===== src/rtl/dot_product_sequencer_if.sv =====
// Bundles the operand stream, multiplier A/B/P path and result handshake of dot_product_sequencer.
// slave: the sequencer side. master: the environment, i.e. the operand source, the multiplier and the result sink.
interface dot_product_sequencer_if;
  logic               in_valid;
  logic               in_ready;
  logic signed [17:0] in_a;
  logic signed [17:0] in_b;
  logic signed [17:0] MUL_A;
  logic signed [17:0] MUL_B;
  logic signed [35:0] MUL_P;
  logic               out_valid;
  logic               out_ready;
  logic signed [17:0] out_data;
  logic               out_overflow;

  modport slave (
    input  in_valid, in_a, in_b, MUL_P, out_ready,
    output in_ready, MUL_A, MUL_B, out_valid, out_data, out_overflow
  );

  modport master (
    output in_valid, in_a, in_b, MUL_P, out_ready,
    input  in_ready, MUL_A, MUL_B, out_valid, out_data, out_overflow
  );
endinterface


===== src/rtl/dot_product_sequencer.sv =====
// Streams LENGTH operand pairs through an external pipelined multiplier, accumulates, rescales and saturates.
// Optional macro DOT_ROUND_EN: round half up before the FRAC_BITS shift instead of floor truncation.
module dot_product_sequencer #(
  parameter int LENGTH      = 4,
  parameter int MUL_LATENCY = 3,
  parameter int FRAC_BITS   = 8,
  parameter int ACC_WIDTH   = 48
) (
  input logic CLK,
  input logic RST,
  dot_product_sequencer_if.slave bus
);

  localparam int CNT_W = $clog2(LENGTH + 1);

  localparam logic [1:0] ACCEPT = 2'd0;
  localparam logic [1:0] DRAIN  = 2'd1;
  localparam logic [1:0] RESULT = 2'd2;
  localparam logic [1:0] OUTPUT = 2'd3;

  localparam logic signed [ACC_WIDTH-1:0] SAT_MAX = ACC_WIDTH'(131071);
  localparam logic signed [ACC_WIDTH-1:0] SAT_MIN = ACC_WIDTH'(-131072);

`ifdef DOT_ROUND_EN
  localparam logic signed [ACC_WIDTH-1:0] ROUND_K =
    (FRAC_BITS > 0) ? ACC_WIDTH'(64'd1 << ((FRAC_BITS > 0) ? FRAC_BITS - 1 : 0)) : '0;
`endif

  logic [1:0]                  state;
  logic [CNT_W-1:0]            fire_cnt;
  logic [CNT_W-1:0]            prod_cnt;
  logic [MUL_LATENCY-1:0]      tag;
  logic signed [ACC_WIDTH-1:0] acc;
  logic signed [ACC_WIDTH-1:0] product_ext;
  logic signed [ACC_WIDTH-1:0] rounded;
  logic signed [ACC_WIDTH-1:0] shifted;
  logic signed [17:0]          sat_data;
  logic                        sat_ovf;
  logic                        fire;
  logic                        prod_take;
  logic signed [17:0]          data_q;
  logic                        ovf_q;
  logic                        valid_q;

  assign bus.in_ready     = (state == ACCEPT) && !RST;
  assign fire             = bus.in_valid && bus.in_ready;
  assign bus.MUL_A        = fire ? bus.in_a : '0;
  assign bus.MUL_B        = fire ? bus.in_b : '0;
  assign bus.out_valid    = valid_q;
  assign bus.out_data     = data_q;
  assign bus.out_overflow = ovf_q;

  // The top tag bit marks the cycle in which MUL_P carries one of our products; anything else on P is stale.
  assign prod_take   = tag[MUL_LATENCY-1];
  assign product_ext = {{(ACC_WIDTH-36){bus.MUL_P[35]}}, bus.MUL_P};

  always_comb begin
    rounded = acc;
`ifdef DOT_ROUND_EN
    rounded = acc + ROUND_K;
`endif
    shifted  = rounded >>> FRAC_BITS;
    sat_data = shifted[17:0];
    sat_ovf  = 1'b0;
    if (shifted > SAT_MAX) begin
      sat_data = 18'sd131071;
      sat_ovf  = 1'b1;
    end else if (shifted < SAT_MIN) begin
      sat_data = -18'sd131072;
      sat_ovf  = 1'b1;
    end
  end

  always_ff @(posedge CLK) begin
    if (RST) begin
      state    <= ACCEPT;
      fire_cnt <= '0;
      prod_cnt <= '0;
      tag      <= '0;
      acc      <= '0;
      data_q   <= '0;
      ovf_q    <= 1'b0;
      valid_q  <= 1'b0;
    end else begin
      tag <= (tag << 1) | MUL_LATENCY'(fire);
      if (prod_take) begin
        acc      <= acc + product_ext;
        prod_cnt <= prod_cnt + 1'b1;
      end
      if (fire) begin
        fire_cnt <= fire_cnt + 1'b1;
      end
      case (state)
        ACCEPT: begin
          if (fire && (fire_cnt == CNT_W'(LENGTH - 1))) begin
            state <= DRAIN;
          end
        end
        // Wait on the registered product count so RESULT always sees the fully updated sum.
        DRAIN: begin
          if (prod_cnt == CNT_W'(LENGTH)) begin
            state <= RESULT;
          end
        end
        RESULT: begin
          data_q  <= sat_data;
          ovf_q   <= sat_ovf;
          valid_q <= 1'b1;
          state   <= OUTPUT;
        end
        OUTPUT: begin
          if (bus.out_ready) begin
            valid_q  <= 1'b0;
            acc      <= '0;
            fire_cnt <= '0;
            prod_cnt <= '0;
            state    <= ACCEPT;
          end
        end
        default: state <= ACCEPT;
      endcase
    end
  end

endmodule


===== src/flat_wrapper.sv =====
// flat-port wrapper written by rule: the top's interface ports become plain ports
module dot_product_sequencer_flat 
#(
  parameter int LENGTH      = 4,
  parameter int MUL_LATENCY = 3,
  parameter int FRAC_BITS   = 8,
  parameter int ACC_WIDTH   = 48
)
  (CLK, RST, bus_in_valid, bus_in_a, bus_in_b, bus_MUL_P, bus_out_ready, bus_in_ready, bus_MUL_A, bus_MUL_B, bus_out_valid, bus_out_data, bus_out_overflow);
  dot_product_sequencer_if bus_i ();
  input logic CLK;
  input logic RST;
  input wire logic [$bits(bus_i.in_valid)-1:0] bus_in_valid;
  input wire logic [$bits(bus_i.in_a)-1:0] bus_in_a;
  input wire logic [$bits(bus_i.in_b)-1:0] bus_in_b;
  input wire logic [$bits(bus_i.MUL_P)-1:0] bus_MUL_P;
  input wire logic [$bits(bus_i.out_ready)-1:0] bus_out_ready;
  output wire logic [$bits(bus_i.in_ready)-1:0] bus_in_ready;
  output wire logic [$bits(bus_i.MUL_A)-1:0] bus_MUL_A;
  output wire logic [$bits(bus_i.MUL_B)-1:0] bus_MUL_B;
  output wire logic [$bits(bus_i.out_valid)-1:0] bus_out_valid;
  output wire logic [$bits(bus_i.out_data)-1:0] bus_out_data;
  output wire logic [$bits(bus_i.out_overflow)-1:0] bus_out_overflow;
  assign bus_i.in_valid = bus_in_valid;
  assign bus_i.in_a = bus_in_a;
  assign bus_i.in_b = bus_in_b;
  assign bus_i.MUL_P = bus_MUL_P;
  assign bus_i.out_ready = bus_out_ready;
  assign bus_in_ready = bus_i.in_ready;
  assign bus_MUL_A = bus_i.MUL_A;
  assign bus_MUL_B = bus_i.MUL_B;
  assign bus_out_valid = bus_i.out_valid;
  assign bus_out_data = bus_i.out_data;
  assign bus_out_overflow = bus_i.out_overflow;
  dot_product_sequencer #(.LENGTH(LENGTH), .MUL_LATENCY(MUL_LATENCY), .FRAC_BITS(FRAC_BITS), .ACC_WIDTH(ACC_WIDTH)) u_core (.CLK(CLK), .RST(RST), .bus(bus_i));
endmodule

===== config.mk =====
export PLATFORM = sky130hd
export DESIGN_NAME = dot_product_sequencer_flat
export DESIGN_NICKNAME = d
export VERILOG_FILES = /design/src/rtl/dot_product_sequencer_if.sv /design/src/rtl/dot_product_sequencer.sv /design/src/flat_wrapper.sv
export SDC_FILE = /design/constraint.sdc
export NUM_CORES = 1
export LEC_CHECK = 0
export BUFFER_PORTS_ARGS = -buffer_cell sky130_fd_sc_hd__buf_2
export CORE_MARGIN = 5
export CORE_UTILIZATION = 60
export CTS_BUF_LIST = sky130_fd_sc_hd__clkbuf_16
export CTS_CLUSTER_SIZE = 10
export DETAILED_ROUTE_END_ITERATION = 8
export PLACE_DENSITY = 0.93
export RECOVER_POWER = 25
export SLEW_MARGIN = 20
export SYNTH_ARGS = -nofsm -noshare
export SYNTH_HDL_FRONTEND = slang
export SYNTH_SLANG_ARGS = --single-unit

===== constraint.sdc =====
create_clock -name CLK -period 6.15 [get_ports CLK]
set_input_delay 0.3075 -clock CLK [delete_from_list [all_inputs] [get_ports CLK]]
set_output_delay 0.3075 -clock CLK [all_outputs]
set_load 0.02 [all_outputs]

==> results.json <==
{
  "status": "finished with violations",
  "violations": "max-capacitance violations, max-slew violations",
  "drive_gt1_share_pct": 15.5,
  "multi_input_area_um2": 4250,
  "yosysSeqAreaShare_pct": 25.8,
  "crit_path_top_delay_cell": "clkbuf_1",
  "gp_congestion": 0.950,
  "routed_wl_um": 17400,
  "grt_pass1_vias": 6164,
  "hp-class": "in2reg",
  "synth_area_leaders": "dfxtp_1 (26%), ha_1 (11%), nor2_1 (5.5%)",
  "async_reset_ff_share_pct": 0,
  "row_count": 36,
  "cts_hold_buf": 0,
  "max_cap_violations": 1,
  "synth_top_area_cell": "dfxtp_1",
  "synth_enable_flop_cells": 0,
  "ff_latch_area_um2": 1580,
  "start_util_pct": 62.1,
  "final-hold-violation-count": 0,
  "synth_top_flop_cell": "dfxtp_1",
  "grt_max_degree": 54,
  "slew_viol_final": 48,
  "dp.final_hpwl_um": 12800,
  "areaGrowthSynthToFinish_pct": 14.6,
  "drt_iter0_drc": 406,
  "antenna_left": 0,
  "rsz0062_at_grt": "no",
  "cts_resized": 0,
  "avgSynthCellArea_um2": 7.70,
  "wire_per_inst_um": 17.0,
  "endpoint_kind": "flip-flop",
  "drc": 0,
  "die_w_um": 111,
  "irDropWorstVdd_v": 0.000141,
  "path_clk_slew_ns": 0.07,
  "yosysWarnings": 0,
  "clk_latency_ns": 0.34,
  "worst-path-buf-inv": 2,
  "fin_crit_sh_pct": 62.3,
  "critPathRequiredTime_ns": 6.38,
  "cts_tree": "done",
  "mostFrequentLayoutCell": "buf_2",
  "crit_chain": "clkbuf_1 -> a21o_1 -> clkbuf_1 -> nor2_1 -> nand2_1 -> o311ai_0 -> nand3b_1",
  "critPathArrivalTime_ns": 4.06,
  "max_stage_delay_ns": 1.68,
  "fin_crit_ns": 3.83,
  "final.fill_count": 815,
  "htreeDepth": 3,
  "tightest_slew_ns": 2.35,
  "fmax_mhz": 261,
  "vias_per_cell": 6.23,
  "path_max_fanout": 47,
  "final_cell_mix": "buf_2 (111), nor2_1 (89), dfxtp_1 (78)",
  "coreArea_um2": 9860,
  "drt_pre_antenna_iters": 5,
  "cts_sinks": 79,
  "port_buffers": 132,
  "boundaryPins": 133,
  "max-slew-margin-rel_pct": -56.8,
  "worstSetupStartpointType": "input pin",
  "syn_area_um2": 6120,
  "crit_family": "buffers and inverters",
  "worst_clock_skew_ns": 0.00941,
  "cp_common_cell": "clkbuf_1",
  "syn-num-nets": 928,
  "p_leak_nw": 3.24,
  "power_mw": 1.31,
  "clockBufferDepth": 2,
  "final-setup-viol-count": 0,
  "die_area_um2": 12300,
  "postCtsSetupRepairBufs": 0,
  "final_nets": 1020,
  "setup_tns_ns": 0,
  "powerDensity_nw_per_um2": 186,
  "vias": 6386,
  "grt_pass1_wl_um": 29000,
  "overflow": 0,
  "track_usage_pct": 27.6,
  "worstSetupPathType": "in2reg",
  "synth-seq-cells": 79,
  "synth_top_area_share_pct": 25.8,
  "cts_buffers": 9,
  "ys_types": 57,
  "syn_inst": 795,
  "antenna_found_initial": 0,
  "num_antenna_cells": 0,
  "die_h_um": 111,
  "cts.root.buffer_cell": "clkbuf_16"
}
[worst register-to-register path, stage by stage, from the launching register on]
cell      delay, ns
dfxtp_1        0.40
ha_1           0.22
a21o_1         0.12
clkbuf_1       1.68
nor2_1         0.35
nand2_1        0.22
o311ai_0       0.16
nand3b_1       0.18
[metal layers]
layer  global-route usage [%]  up-vias  share of wire, %
met4                     11.4        0               3.4
li1                         -     3072                 -
met5                        0        -                 0
met3                     5.24       52               9.2
met2                     47.7      341                47
met1                     33.6     2921                40
[logic make-up (layout without fill, tap and decap cells)]
kind of cell	count (synthesis)	in the layout	share of synthesized area, %
AOI/OAI and AO/OA	221	221	23.2
adders and majority gates	57	57	11.8
xor gates and xnor gates	37	37	5.29
muxes	32	32	5.27
buffers and inverters	78	175	4.80
DFF	79	79	25.8
and+or+nand+nor	291	291	23.8
[where the power goes]
group          total, mW  internal (mW)  switching [mW]
clock network      0.500          0.274           0.227
registers          0.538          0.525          0.0132
logic              0.270          0.107           0.163
[cells in the mapped netlist, drive strengths merged (2+ instances only)]
cell type	count
a21oi	64
inv	22
nor2	89
nand3	17
nor3	6
mux2	2
or3b	2
and3	40
nor3b	5
o21a	7
nand4	20
buf	6
xor2	14
o21ai	45
o221ai	2
nor4bb	2
o31ai	2
a21boi	2
a211o	3
o21bai	9
o211ai	6
ha	56
nor4	7
and2	3
a31oi	12
nand3b	14
or4	2
xnor2	23
a21o	31
nand2	63
a41oi	3
nand2b	7
dfxtp	79
a211oi	26
a311oi	2
o41ai	2
mux2i	30
clkbuf	50
nor2b	10
[state kept, by name, indices dropped and copies added (netlist names)]
name and count:
u_core.state 2, u_core.bus.out_valid 1, u_core.fire_cnt 3, u_core.bus.out_data 18, u_core.prod_cnt 3, u_core.tag 3, u_core.acc 48, u_core.bus.out_overflow 1
[metrics by stage]
| stage | cells | area, µm² | worst slack, ns | hold slack [ns] | utilization [%] |
|---|---|---|---|---|---|
| 2_1_floorplan | 795 | 6120 | 3.57 | 0.414 | - |
| 3_3_place_gp | 1009 | 6780 | 3.17 | 0.424 | 68.7 |
| 3_5_place_dp | 1009 | 6780 | 3.08 | 0.443 | 68.7 |
| 4_1_cts | 1025 | 7050 | 3.06 | 0.350 | 71.5 |
| 5_1_grt | 1025 | 7020 | 2.13 | 0.394 | 71.1 |
| 6_report | 1025 | 7020 | 2.32 | 0.356 | 71.1 |
[final timing paths]
kind	from	endpoint	slack, ns	cells after the start
setup / recovery	RST	u_core.acc[33]	2.32	7
hold / removal	bus_MUL_P[0]	u_core.acc[0]	0.36	4
setup reg to reg	u_core.state[0]	u_core.acc[33]	2.71	7
hold reg to reg	u_core.tag[0]	u_core.tag[1]	0.46	1
[area by class of cell]
type,count,share of cell area [%]
clock buffers,9,3.21
well taps,133,2.37
repair buffers,137,9.47
multi-input cells,638,60.5
flip-flops and latches,79,22.6
inverters,22,1.18
clock inverters,7,0.695
No activity file was read; power rests on OpenSTA's default activity.
